### src/rtl/stopwatch_lap_recorder.sv
// rtl/stopwatch_lap_recorder.sv - lap capture FIFO with drop counting.
// Define STOPWATCH_LAP_DELTA_EN to store lap deltas (mod MAX+1) instead of raw counts.
module stopwatch_lap_recorder #(
  parameter int DATA_WIDTH = 16,
  parameter int MAX        = 99,
  parameter int DEPTH      = 4
) (
  input  logic                          clk,
  input  logic                          reset,
  input  logic [DATA_WIDTH-1:0]         count_in,
  input  logic                          lap,
  input  logic                          clear,
  output logic                          out_valid,
  input  logic                          out_ready,
  output logic [DATA_WIDTH-1:0]         out_data,
  output logic [7:0]                    out_seq,
  output logic [$clog2(DEPTH):0]        level,
  output logic [7:0]                    drop_cnt
);

  localparam int AW = $clog2(DEPTH);
  localparam int LW = AW + 1;
  localparam logic [LW-1:0] FULL_LEVEL = LW'(DEPTH);

  logic [DATA_WIDTH-1:0] mem_data [DEPTH];
  logic [7:0]            mem_seq  [DEPTH];
  logic [AW-1:0]         rd_ptr;
  logic [AW-1:0]         wr_ptr;
  logic [LW-1:0]         level_q;
  logic [7:0]            lap_seq;
  logic [7:0]            drop_q;

  logic                  lap_ev;
  logic                  pop;
  logic                  full;
  logic                  push;
  logic                  drop;
  logic [DATA_WIDTH-1:0] lap_value;

  assign lap_ev = lap & ~clear;
  assign pop    = out_valid & out_ready & ~clear;
  assign full   = (level_q == FULL_LEVEL);
  assign push   = lap_ev & (~full | pop);
  assign drop   = lap_ev & full & ~pop;

`ifdef STOPWATCH_LAP_DELTA_EN
  localparam int DW1 = DATA_WIDTH + 1;
  localparam logic [DATA_WIDTH:0] MAX_P1 = DW1'(MAX + 1);

  logic [DATA_WIDTH-1:0] prev_lap;
  logic [DATA_WIDTH:0]   wide_delta;
  logic                  delta_msb_unused;

  // One extra bit keeps count_in + MAX + 1 from wrapping before the subtract.
  always_comb begin
    wide_delta = '0;
    if (count_in >= prev_lap)
      wide_delta = {1'b0, count_in} - {1'b0, prev_lap};
    else
      wide_delta = {1'b0, count_in} + MAX_P1 - {1'b0, prev_lap};
  end

  assign lap_value        = wide_delta[DATA_WIDTH-1:0];
  assign delta_msb_unused = wide_delta[DATA_WIDTH];

  always_ff @(posedge clk) begin
    if (reset || clear)
      prev_lap <= '0;
    else if (lap_ev)
      prev_lap <= count_in;
  end
`else
  assign lap_value = count_in;
`endif

  always_ff @(posedge clk) begin
    if (!reset && push) begin
      mem_data[wr_ptr] <= lap_value;
      mem_seq[wr_ptr]  <= lap_seq;
    end
  end

  always_ff @(posedge clk) begin
    if (reset || clear) begin
      rd_ptr  <= '0;
      wr_ptr  <= '0;
      level_q <= '0;
      lap_seq <= '0;
      drop_q  <= '0;
    end else begin
      if (push)
        wr_ptr <= wr_ptr + 1'b1;
      if (pop)
        rd_ptr <= rd_ptr + 1'b1;
      if (lap_ev)
        lap_seq <= lap_seq + 8'd1;
      if (drop && drop_q != 8'hFF)
        drop_q <= drop_q + 8'd1;
      case ({push, pop})
        2'b10:   level_q <= level_q + 1'b1;
        2'b01:   level_q <= level_q - 1'b1;
        default: level_q <= level_q;
      endcase
    end
  end

  // Head is shown only while valid so the empty/reset state reads as zero.
  assign out_valid = (level_q != '0);
  assign out_data  = out_valid ? mem_data[rd_ptr] : '0;
  assign out_seq   = out_valid ? mem_seq[rd_ptr]  : 8'd0;
  assign level     = level_q;
  assign drop_cnt  = drop_q;

endmodule

### config.mk
export PLATFORM = sky130hd
export DESIGN_NAME = stopwatch_lap_recorder
export DESIGN_NICKNAME = d
export VERILOG_FILES = /design/src/rtl/stopwatch_lap_recorder.sv
export SDC_FILE = /design/constraint.sdc
export NUM_CORES = 1
export LEC_CHECK = 0
export CORE_UTILIZATION = 35
export DETAILED_ROUTE_END_ITERATION = 7
export PLACE_DENSITY = 0.56
export RECOVER_POWER = 25
export SKIP_LAST_GASP = 1
export SYNTH_ARGS = -nofsm -noshare
export SYNTH_HDL_FRONTEND = slang
export SYNTH_SLANG_ARGS = --single-unit
export TNS_END_PERCENT = 30
### constraint.sdc
create_clock -name clk -period 2.2 [get_ports clk]
set_input_delay 0.22 -clock clk [delete_from_list [all_inputs] [get_ports clk]]
set_output_delay 0.22 -clock clk [all_outputs]
set_load 0.1 [all_outputs]
==> results, run 1 <==
- The count of boundary I/O pins is 57.
- The count of buffers from port buffering is between 50 and 60.
- The highest fanout seen on the critical path is 11.
- The time the final worst path needs with I/O delays and setup is between 2 and 2.5 ns.
- The count of placed standard cells including taps is approximately 540.
- The fraction of synthesis flops using an asynchronous set or reset pin is 0%.
- STA classifies the critical path endpoint as a primary output.
- The synthesized netlist occupies a cell area of a little under 5000 um2.
- The type of origin of the critical path is a flop.
- For the pin with the worst max-slew slack, the measured transition is 0.4686 ns.
- The cell family contributing the most delay on the critical path is multiplexers.
- The cell type with the highest aggregate area in the netlist is sky130_fd_sc_hd__edfxtp_1.
- The most common flop cell mapped by yosys is sky130_fd_sc_hd__edfxtp_1.
- Yosys mapped a number of flops with a built-in enable equal to 96.
- The run finished with clean final reports.
- The proportion of synthesized chip area in sequential cells is 68.94%.
- The count of yosys warnings during synthesis is 0.
- The final clock period utilization by the worst path is 93.45%.
- The clock insertion delay at the later pin of the skew report is roughly 0.40 ns.
- The final antenna diode count is 0.
- The number of buffers and inverters on the critical path is 2.
- No sink is reached through more buffers than the 2 on the longest clock path.
- Averaged over all synthesized cells, the footprint is 16.47 um2.
- The startpoint-to-endpoint class of the critical path is reg2out.
- The detailed router finished its first iteration with approximately 150 violations.
- The most used standard cell by instance count after synthesis is sky130_fd_sc_hd__edfxtp_1.
- Once the floorplan was initialized, standard cells occupied 36.48% of the core.
- The worst pin sits at a relative slew slack of 68.76%.
- The required time of the critical path is 1.98 ns.
- The root cell of the clock tree is sky130_fd_sc_hd__clkbuf_16.
- The finished layout holds about 570 standard cells, fillers aside.
- The standard cell with the maximum stage delay on the critical path is sky130_fd_sc_hd__mux4_2.
- In this run, CTS created clock tree buffers numbering 17.
- The via density per instance is 4.853.
- Entering global routing, the biggest net connects 27 pins.
- Sorting the synthesized cells by area gives the leading types as sky130_fd_sc_hd__edfxtp_1 (59%), sky130_fd_sc_hd__mux4_2 (11%), sky130_fd_sc_hd__dfxtp_1 (10%).
- STA puts the critical path data arrival time at around 1.8 ns.
- In the synthesized netlist, the cells that appear most often are sky130_fd_sc_hd__edfxtp_1 (96), sky130_fd_sc_hd__nor2b_1 (26), sky130_fd_sc_hd__dfxtp_1 (25).
- The cell occurring most often along the worst timing path is sky130_fd_sc_hd__buf_12.
- The register bit count reported by yosys is 121.
- The wire length of the first global-routing pass is around 15000 um.
- The post-route netlist has 36.96% of its cells at a drive strength greater than 1.
- Traced cell by cell, the critical path runs through buf_12 > mux4_2 > nor2b_4 > buf_12.
- The final hold violation count came to 0.
- The summed area of non-filler cells in the final layout is a little under 7000 um2.
- In this run the number of H-tree levels came out at 4.
- The overall fraction of global-route tracks in use is ~14%.
- Synthesis instantiated 47 different standard cells from the library.
- Summed over all failing endpoints, the final setup total negative slack is 0 ns.
- In the synthesized netlist, the number of instances is slightly below 300.
- The max-capacitance violation count is 0.
- Registers take 3397 um2.
- The total area inside the core boundary comes to approximately 13000 um2.
- The share of the synthesized area in the top cell type is 58.75%.
- The setup skew after layout is roughly 0.0053 ns.
- The number of filler instances in the final layout is ~1100.
- Dividing the detail-routed wire length by the instance count gives 16.21 um.
- The total count of max-transition violations in the final report is 0.
- In this run the worst hold path is classified as reg2reg.
- The via count of the first global-routing pass is roughly 3000.
- In the final layout, the multi-input gates occupy between 1500 and 2000 um2.
- The remaining number of nets flagged by the antenna check after routing is 0.
- The horizontal extent of the die is 120.4 um.
- After detailed routing, the number of remaining DRC violations is 0.
- VDD sags by at most between 0.4 and 0.5 mV.
- The delay of the slowest cell on the worst path is 0.53 ns.
- The number of cell rows is between 40 and 50.
- After global routing the overflow that remains totals 0.
- The final net count is 410.
- The maximum frequency from static timing analysis is about 490 MHz.
- The HPWL after detailed placement is 5960 um.
- For this design the ratio of total power to cell area is 901.2 nW/um2.
- The number of nets in the synthesized netlist is roughly 330.
- The first-pass detailed-route iteration total is 4.
- The CTS sink count is 121.
- The full die area is around 14000 um2.
- The initial antenna violation count is 0.
- TritonCTS built the clock tree.
- The height of the chip is 120.4 um.
- The total via count in the routed design is between 2000 and 3000.
- The total of endpoints with negative setup slack in the final report is 0.
- The overall routed net length is roughly 9000 um.
- The area growth from synthesis to layout is 41.48%.
- Setup repair after global routing left no endpoint under its margin.
- The weighted congestion at the end of routability-driven global placement is about 0.73.
- The static power due to leakage is around 2.4 nW.
- The instance area at placement is 6262 um2.
- After clock tree synthesis, the clock-pin slew on the worst setup and hold paths is ~0.05 ns.
repair_timing:
item                                    in CTS  in global routing
hold endpoints to repair                     0                  0
setup buffers                                0                  3
endpoints found under the setup margin      18                  7
resized for setup                            1                  0
hold buffers                                 0                  0
kinds of logic after synthesis:
| group | after synthesis | share of synthesized area (%) |
|---|---|---|
| DFF | 121 | 68.94 |
| and+or+nand+nor | 86 | 10.15 |
| muxes | 26 | 11.42 |
| AOI/OAI and AO/OA | 24 | 3.391 |
| buffers and inverters | 22 | 2.014 |
| xor gates and xnor gates | 12 | 2.142 |
| adders and majority gates | 7 | 1.938 |
power by group:
part	switching [mW]	total, mW	internal (mW)
sequential	0.0155	2.50	2.48
combinational	0.443	0.706	0.262
clock	0.944	3.06	2.11
cell usage in the layout, fill, tap and decap left out, types with 3 or more instances in the layout:
master                            count
sky130_fd_sc_hd__xor2_1               3
sky130_fd_sc_hd__dfxtp_4              3
sky130_fd_sc_hd__clkbuf_16           17
sky130_fd_sc_hd__clkdlybuf4s50_1      4
sky130_fd_sc_hd__edfxtp_1            96
sky130_fd_sc_hd__buf_4               27
sky130_fd_sc_hd__nor2b_2              5
sky130_fd_sc_hd__buf_12              32
sky130_fd_sc_hd__or4_1                3
sky130_fd_sc_hd__dlygate4sd3_1       16
sky130_fd_sc_hd__ha_1                 6
sky130_fd_sc_hd__nor2_1              19
sky130_fd_sc_hd__o31ai_1              3
sky130_fd_sc_hd__dfxtp_1             20
sky130_fd_sc_hd__xnor2_1              9
sky130_fd_sc_hd__bufinv_16            6
sky130_fd_sc_hd__nor3_1               3
sky130_fd_sc_hd__inv_1                7
sky130_fd_sc_hd__nand2_1             10
sky130_fd_sc_hd__clkinv_1             3
sky130_fd_sc_hd__nand4_1              3
sky130_fd_sc_hd__a211oi_1             3
sky130_fd_sc_hd__mux4_2              24
sky130_fd_sc_hd__nor2b_4             19
sky130_fd_sc_hd__a21oi_1              7
sky130_fd_sc_hd__and2_1               3
registers in the layout (all words and copies together) (netlist names), named ones only:
signal	count
mem_seq	32
mem_data	64
rd_ptr	2
drop_cnt	8
level	3
wr_ptr	2
lap_seq	8
worst register-to-register path, delay by kind of cell, from the launching register on:
family          cells  cell delay (ns)
compound gates      2             0.54
fa+ha+maj           1             0.25
flops               1             0.34
simple gates        2             0.70
worst paths after layout:
path	startpoint	cells past startpoint	to	slack [ns]
min	drop_cnt[7]	2	drop_cnt[7]	0.49
max reg2reg	drop_cnt[0]	5	drop_cnt[7]	0.30
max	flop	4	out_seq[6]	0.14
min reg2reg	drop_cnt[7]	2	drop_cnt[7]	0.49
per-layer routing:
layer	share of wire [%]	wire length, um	vias to the layer above	GRT usage [%]
met4	0.98	91	0	5.787
met2	51	4766	56	24.32
met3	3.6	331	11	3.726
li1	-	-	1311	-
met5	0	0	-	0
met1	44	4068	1393	17.22
stage by stage:
step / hold WS [ns] / util [%] / worst slack (ns) / power, mW
after floorplan: 0.3189 / - / -0.1078 / 2.985
after global placement: 0.4766 / 46.55 / 0.07018 / 3.256
after detailed placement: 0.4899 / 46.55 / 0.03297 / 3.262
after CTS: 0.4432 / 51.44 / 0.008466 / 6.335
after global routing: 0.5309 / 51.61 / 0.06580 / 6.430
final: 0.4938 / 51.61 / 0.1441 / 6.257
cell type report:
cell class / instances / share of cell area [%]
clock buffer: 18 / 6.181
clock inverter: 14 / 3.262
inverter: 8 / 0.4866
multi-input combinational: 155 / 22.94
sequential: 121 / 48.93
tap: 176 / 3.172
timing repair buffer: 79 / 15.03
No activity file was read; power rests on OpenSTA's default activity.
==> run 2, diff against run 1 <==
ABC_AREA = 1   (was unset)
TNS_END_PERCENT = unset   (was 30)
==> results, run 2 <==
- The internal power consumption is 4.382 mW (-9.7%).
- The via density per instance is 4.804 (-1.0%).
- The clock-pin slew of the registers on the worst-case setup and hold paths is 0.05 ns (about the same).
- The hold path startpoint is lap.
- The clock insertion delay at the later pin of the skew report is 0.41 ns (about the same).
- The count of routing violations after the opening detailed-route iteration is 153 (+4.1%).
- The largest net degree at the start of global routing is 27 (unchanged).
- The total count of max-transition violations in the final report came to 0 (unchanged).
- The worst setup path is of the reg2out kind.
- The standard cell with the maximum stage delay on the critical path is sky130_fd_sc_hd__dfxtp_4.
- Broken down by cell family, the worst path's largest delay share belongs to flip-flops.
- Counting instances in the post-synthesis netlist gives the leading cell types as sky130_fd_sc_hd__nor2_1 (116), sky130_fd_sc_hd__edfxtp_1 (96), sky130_fd_sc_hd__nand2_1 (41), sky130_fd_sc_hd__o21ai_0 (41), sky130_fd_sc_hd__a21oi_1 (39).
- The total of endpoints with negative setup slack in the final report is 0 (unchanged).
- The register-to-register setup slack came to 0.57 ns (+0.27 ns).
- The count of boundary I/O pins is 57 (unchanged).
- The final hold violation count is 0 (unchanged).
- The final clock period utilization by the worst path is 92.13% (-1.3 points).
- The height of the chip was 122.4 um (+1.7%).
- The path depth of the worst reg2reg path is 8 (+3).
- The cell sitting at the root of the clock tree is a sky130_fd_sc_hd__clkbuf_16.
- The count of yosys warnings during synthesis is 0 (unchanged).
- The number of enable flip-flop cells after synthesis came to 96 (unchanged).
- The maximum frequency from static timing analysis was 493.4 MHz (+1.4%).
- The register with the most flip-flops is mem_data.
- The CTS sink count is 121 (unchanged).
- The final worst slack came to 0.1731 ns (+0.02901 ns).
- The type of origin of the critical path is a flop.
- The gate count of the mapped netlist was 480 (+61%).
- The first-pass detailed-route iteration total is 4 (unchanged).
- The highest fanout seen on the critical path is 22 (+11).
- The instance count along the most critical hold path is 3 (+1).
- The full die area is 14990 um2 (+3.4%).
- The post-synth design cell area is 5077 um2 (+3.5%).
- The required time of the critical path is 1.98 ns (about the same).
- In the final layout, the registers with the most flip-flops are mem_data: 64 flops, mem_seq: 32 flops.
- The delay of the slowest cell on the worst path came to 0.44 ns (-0.09 ns).
- The run finished with clean final reports.
- The static power due to leakage came to 2.483 nW (+4.9%).
- The time the final worst path needs with I/O delays and setup is 2.027 ns (-0.02901 ns).
- The effective utilization at floorplan was 36.16% (-0.32 points).
- The setup skew after layout is 0.009660 ns (+0.004344 ns).
- The cell type with the highest aggregate area in the netlist is sky130_fd_sc_hd__edfxtp_1.
- The part of the power in the clock network is 47.6% (-1.2 points).
- The largest voltage drop on the vdd net is 0.5049 mV (+14%).
- Yosys attributes the largest share of cell area to sky130_fd_sc_hd__edfxtp_1 (57%), sky130_fd_sc_hd__dfxtp_1 (9.9%), sky130_fd_sc_hd__nor2_1 (8.6%).
- For this run, the leading register cell type out of synthesis is sky130_fd_sc_hd__edfxtp_1.
- The proportion of synthesized chip area in sequential cells was 66.63% (-2.3 points).
- The overall fraction of global-route tracks in use is 15.65% (+1.4 points).
- The total via count in the routed design is 3579 (+29%).
- The cell occurring most often along the worst timing path is sky130_fd_sc_hd__nor2_1.
- The area growth from synthesis to layout is 38.47%.
- The proportion of layout cells with a drive suffix above 1 is 22.48% (-14 points).
- The flip-flop count of the largest register, all copies and words added is 64 (unchanged).
- The part of the power in combinational logic is 7.9% (-3.4 points).
- The remaining number of nets flagged by the antenna check after routing is 0 (unchanged).
- The sum of internal, switching and leakage power is 5.602 mW (-10%).
- Setup repair after global routing left no endpoint under its margin.
- TritonCTS built the clock tree.
- The startpoint identified for the worst register-to-register timing path is level[0].
- The share of the synthesized area in the top cell type came to 56.78% (-2.0 points).
- The overall routed net length came to 10830 um (+17%).
- The ratio of total power to cell area came to 796.8 nW/um2 (-12%).
- The slew of the pin with the lowest slew margin is 0.3730 ns (-0.09562 ns).
- Leaving out fill and tap cells, the most frequent cell in the layout is sky130_fd_sc_hd__nor2_1.
- The critical path goes through buf_6 > nor2_1 > nor2_1 > o21ai_0 > a21oi_2 > buf_12.
- The proportion of power drawn by flip-flops and latches is 44.5% (+4.6 points).
- The path with the worst hold slack has its endpoint at lap_seq[1].
- In this run the critical register-to-register path is captured at mem_data[3][12].
- The data arrival at the endpoint of the critical path is 1.81 ns (-0.03 ns).
- The CTS buffer count is 17 (unchanged).
- In this run the worst hold path is classified as in2reg.
- The wire length of the first global-routing pass came to 17220 um (+12%).
- The pre-CTS worst setup slack was 0.1201 ns (+0.08711 ns).
- The most used standard cell by instance count after synthesis is sky130_fd_sc_hd__nor2_1.
- The fraction of synthesis flops using an asynchronous set or reset pin is 0% (unchanged).
- The worst-case hold slack is 0.5196 ns (+0.02580 ns).
- The switching portion of total power is 21.77% (-0.65 points).
- The via count of the first global-routing pass is 3473 (+18%).
- The register bit count reported by yosys is 121 (unchanged).
- The number of nets produced by synthesis is 508 (+56%).
- The worst max-slew margin expressed relative to the limit came to 74.87% (+6.1 points).
- The number of distinct standard cells referenced by the synthesized netlist is 31 (-34%).
- The core area was 14040 um2 (+4.4%).
- The average routed wire per standard cell is 14.54 um (-10%).
- The leftover overflow at the end of global routing was 0 (unchanged).
- The horizontal extent of the die is 122.4 um (+1.7%).
- The final antenna diode count is 0 (unchanged).
- The library cells used most frequently in the layout, excluding fill and tap cells, are sky130_fd_sc_hd__nor2_1 (113), sky130_fd_sc_hd__edfxtp_1 (96), sky130_fd_sc_hd__nand2_1 (41).
- The CTS H-tree depth is 4 (unchanged).
- The total buffers and inverters traversed by the critical path was 2 (unchanged).
- The cts-stage hold buffer count is 0 (unchanged).
- The number of cell rows was 43 (+2.4%).
- The initial antenna violation count is 0 (unchanged).
- The switching power total came to 1.220 mW (-13%).
- The deepest clock path buffer count is 2 (unchanged).
- The max-capacitance violation count is 0 (unchanged).
- The weighted congestion at the end of routability-driven global placement is 0.7946 (+8.4%).
- The number of remaining DRC errors is 0 (unchanged).
- The HPWL after detailed placement is 6843 um (+15%).
- The count of buffers from port buffering is 56 (unchanged).
- The per-instance average area after synthesis was 10.58 um2 (-36%).
- The final core utilization is 50.07% (-1.5 points).
- The final net count is 580 (+41%).
- The worst setup path is captured at a primary output.
## run 2: cell count changes after synthesis, sizes merged, moves of 4 or more
cell,before,now
nor2,19,122
o21ai,2,59
nand2,10,45
a21oi,7,39
inv,8,40
nor2b,26,0
mux4,24,0
xnor2,9,1
buf,7,14
nand3,2,9
and2,4,0
## run 2: metal layers
layer / vias up / wire (um) / global-route usage, %
met5: - / 0 / 0
met2: 59 / 5500 / 25.91
met4: 0 / 169 / 6.860
li1: 1782 / - / -
met3: 12 / 321 / 4.182
met1: 1726 / 4840 / 19.12
## run 2: through the flow
stage	cells	area (um2)	TNS, ns
global route	745	7030	0
finish	745	7030	0
detailed placement	708	6397	0
floorplan	480	5350	-0.6873
CTS	740	6967	-0.04051
global placement	708	6397	0
## run 2: timing repair
action / CTS / global route
cloned: 0 / 1
gates resized for setup: 13 / 7
setup buffers: 0 / 4
setup endpoints to repair: 18 / 24
## run 2: power by group through the flow
stage	sequential (mW)	clock [mW]	combinational, mW
after global routing	2.49	2.82	0.468
after floorplan	2.55	0	0.263
after global placement	2.54	0	0.447
after CTS	2.49	2.72	0.453
after detailed placement	2.54	0	0.451
final	2.49	2.67	0.443
## run 2: layout make-up
type / instances / area (um2)
clock buffer: 21 / 440.4
tap: 180 / 225.2
clock inverter: 11 / 128.9
sequential: 121 / 3400
timing repair buffer: 71 / 974.7
multi-input combinational: 300 / 1695
timing repair inverter: 1 / 7.507
fill: 1207 / 7012
inverter: 40 / 158.9
## run 2: logic make-up (layout without fill, tap and decap cells)
kind of cell | count (synthesis) | count (layout) | synth area share (%)
compound gates | 99 | 99 | 9.783
xor+xnor | 3 | 3 | 0.5176
fa+ha+maj | 7 | 7 | 1.873
buf+inv | 59 | 144 | 5.126
flops | 121 | 121 | 66.63
simple gates | 191 | 191 | 16.07
## run 2: worst max path at each step
stage | startpoint | endpoint | slack [ns] | cells after the start
final | flop | out_seq[7] | 0.17 | 6
after global routing | flop | out_data[0] | 0.02 | 6
after CTS | flop | out_seq[0] | -0.01 | 5
after detailed placement | clear | mem_data[3][13] | 0.12 | 8
after global placement | clear | mem_data[1][14] | 0.14 | 8
after floorplan | level[0] | mem_data[0][0] | -0.007 | 7
## run 2: worst register-to-register path, cell delays in order, from the launching register on
cell                      delay [ns]
sky130_fd_sc_hd__dfxtp_4        0.36
sky130_fd_sc_hd__nor2_4         0.06
sky130_fd_sc_hd__nand2_2        0.09
sky130_fd_sc_hd__nor2_4         0.05
sky130_fd_sc_hd__inv_1          0.06
sky130_fd_sc_hd__nand2_2        0.07
sky130_fd_sc_hd__or2_4          0.26
sky130_fd_sc_hd__nor2_2         0.14
sky130_fd_sc_hd__buf_12         0.22
==> run 3, diff against run 2 <==
CORE_ASPECT_RATIO = 1.5   (was unset)
==> results, run 3 (synthesized netlist as in run 2, its figures left out) <==
- The via count of the first global-routing pass is 3472 (-0.029%).
- The largest voltage drop on the vdd net is 0.4741 mV (-6.1%).
- The total count of max-transition violations in the final report came to 0 (unchanged).
- The CTS sink count came to 121 (unchanged).
- The tree is rooted in a sky130_fd_sc_hd__clkbuf_16.
- The effective utilization at floorplan is 36.12% (-0.042 points).
- The proportion of layout cells with a drive suffix above 1 is 22.52% (+0.040 points).
- The data arrival at the endpoint of the critical path came to 1.84 ns (+0.03 ns).
- The maximum frequency from static timing analysis is 485.8 MHz (-1.5%).
- The first-pass detailed-route iteration total was 4 (unchanged).
- The largest net degree at the start of global routing was 32 (+19%).
- The required time of the critical path is 1.98 ns (about the same).
- The number of filler instances in the final layout is 1285 (+6.5%).
- The total of endpoints with negative setup slack in the final report is 0 (unchanged).
- The remaining number of nets flagged by the antenna check after routing is 0 (unchanged).
- The largest individual stage delay along the critical path comes from the cell sky130_fd_sc_hd__dfxtp_1.
- The cts-stage hold buffer count was 0 (unchanged).
- The overall fraction of global-route tracks in use is 15.40% (-0.25 points).
- The critical path capture point type is a primary output.
- The clock insertion delay at the later pin of the skew report is 0.41 ns (about the same).
- The delay of the slowest cell on the worst path was 0.46 ns (+0.02 ns).
- The instance count along the most critical hold path is 2 (-1).
- The startpoint-to-endpoint class of the critical path is reg2out.
- The horizontal extent of the die came to 100.3 um (-18%).
- The flow ran to the end, and the final reports show no timing, DRC or antenna violations.
- The TritonCTS clock tree is done.
- The sum of internal, switching and leakage power is 5.710 mW (+1.9%).
- The max-capacitance violation count is 0 (unchanged).
- The path depth of the worst reg2reg path is 8 (unchanged).
- The CTS H-tree depth is 4 (unchanged).
- The final antenna diode count is 0 (unchanged).
- The overall routed net length is 10690 um (-1.3%).
- The type of origin of the critical path is a flop.
- The average routed wire per standard cell is 14.14 um (-2.7%).
- The number of remaining DRC errors is 0 (unchanged).
- The clock-pin slew of the registers on the worst-case setup and hold paths came to 0.05 ns (about the same).
- Ranked by flip-flop count, first place goes to mem_data.
- The via density per instance came to 4.716 (-1.8%).
- The total via count in the routed design is 3565 (-0.39%).
- The deepest clock path buffer count came to 2 (unchanged).
- The ratio of total power to cell area is 807.4 nW/um2 (+1.3%).
- The highest fanout seen on the critical path is 12 (-45%).
- The count of placed standard cells including taps is 721 (+1.8%).
- The final clock period utilization by the worst path is 93.57% (+1.4 points).
- The leftover overflow at the end of global routing was 0 (unchanged).
- The slew of the pin with the lowest slew margin is 0.4320 ns (+0.05902 ns).
- The flip-flop count of the largest register, all copies and words added is 64 (unchanged).
- The wire length of the first global-routing pass is 17140 um (-0.48%).
- The count of routing violations after the opening detailed-route iteration is 98 (-36%).
- The number of cells in the finished layout apart from fillers was 756 (+1.5%).
- The final hold violation count is 0 (unchanged).
- The height of the chip is 149.5 um (+22%).
- The worst max-slew margin expressed relative to the limit came to 70.90% (-4.0 points).
- The setup skew after layout is 0.007025 ns (-0.002635 ns).
- Compared with the post-synthesis result, the final layout area differs by 39.28%.
- The CTS buffer count is 17 (unchanged).
- The initial antenna violation count came to 0 (unchanged).
- The top cell types in the final layout, fill and taps aside, are sky130_fd_sc_hd__nor2_1 (113), sky130_fd_sc_hd__edfxtp_1 (96), sky130_fd_sc_hd__o21ai_0 (41), sky130_fd_sc_hd__nand2_1 (41), sky130_fd_sc_hd__inv_1 (34).
- Leaving out fill and tap cells, the most frequent cell in the layout is sky130_fd_sc_hd__nor2_1.
- In the final layout, the registers with the most flip-flops are mem_data: 64 flops, mem_seq: 32 flops.
- The weighted congestion at the end of routability-driven global placement is 0.7544 (-5.1%).
- The full die area came to 15000 um2 (about the same).
- The worst hold path belongs to the class reg2reg.
- The count of boundary I/O pins is 57 (unchanged).
- Setup repair after global routing left no endpoint under its margin.
- The HPWL after detailed placement came to 7025 um (+2.7%).
- The static power due to leakage is 2.503 nW (+0.79%).
- The final net count is 580 (unchanged).
- The count of buffers from port buffering is 56 (unchanged).
- The core area was 14060 um2 (+0.12%).
- The time the final worst path needs with I/O delays and setup is 2.058 ns (+0.03163 ns).
- The number of cell rows came to 53 (+23%).
- Walking the worst path, the cells encountered are clkinvlp_4 > buf_12 > nor2_1 > o21ai_0 > a21oi_2 > buf_12.
- The cell occurring most often along the worst timing path is sky130_fd_sc_hd__buf_12.
==> run 3: per-stage QoR <==
| step | hold slack [ns] | utilization, % | setup TNS [ns] | cell area, um2 | setup WS (ns) |
|---|---|---|---|---|---|
| finish | 0.4946 | 50.30 | 0 | 7072 | 0.1415 |
| global route | 0.5375 | 50.30 | 0 | 7072 | 0.02380 |
| CTS | 0.4562 | 49.95 | -0.03568 | 7022 | -0.03518 |
| detailed placement | 0.4893 | 45.75 | 0 | 6432 | 0.1142 |
| global placement | 0.4894 | 45.75 | 0 | 6432 | 0.1483 |
| floorplan | 0.3189 | - | -0.6873 | 5350 | -0.007159 |
==> run 3: final cells by class <==
cell class	count	area, um2	area share [%]
multi-input cells	300	1695	23.97
inverters	40	156.4	2.212
repair inverters	1	7.507	0.1062
clock inverters	12	156.4	2.212
clock buffers	19	432.9	6.122
repair buffers	71	987.2	13.96
flip-flops and latches	121	3396	48.02
well taps	192	240.2	3.397
==> run 3: layer usage <==
metal	vias to the layer above	global-route usage (%)	part of all wire [%]
li1	1779	-	-
met1	1703	16.62	41
met2	73	28.01	54
met3	10	4.624	4.0
met4	0	5.725	1.2
met5	-	0	0
==> run 3: repair_timing <==
action,4_1_cts,5_1_grt
setup buffers,0,3
gates cloned,0,1
gates resized for setup,0,3
setup endpoints to repair,2,24
pin swaps,0,0
endpoints found under the hold margin,0,0
==> run 3: path summary, 6_finish.rpt <==
path,from,end,slack [ns]
setup reg to reg,level[0],mem_seq[1][2],0.57
hold / removal,drop_cnt[7],drop_cnt[7],0.49
setup / recovery,flop,out_seq[7],0.14
hold reg to reg,drop_cnt[7],drop_cnt[7],0.49
==> run 3: critical path, delay by kind of cell, from the launching register on <==
kind,cells,cell delay [ns]
AOI/OAI and AO/OA,2,0.35
buffers and inverters,3,0.53
and+or+nand+nor,1,0.09
DFF,1,0.46
==> run 3: power breakdown <==
group,internal (mW),total (mW),switching (mW)
Combinational,0.150,0.446,0.296
Sequential,2.48,2.49,0.0102
Clock,1.86,2.77,0.909
Total,4.49,5.71,1.22
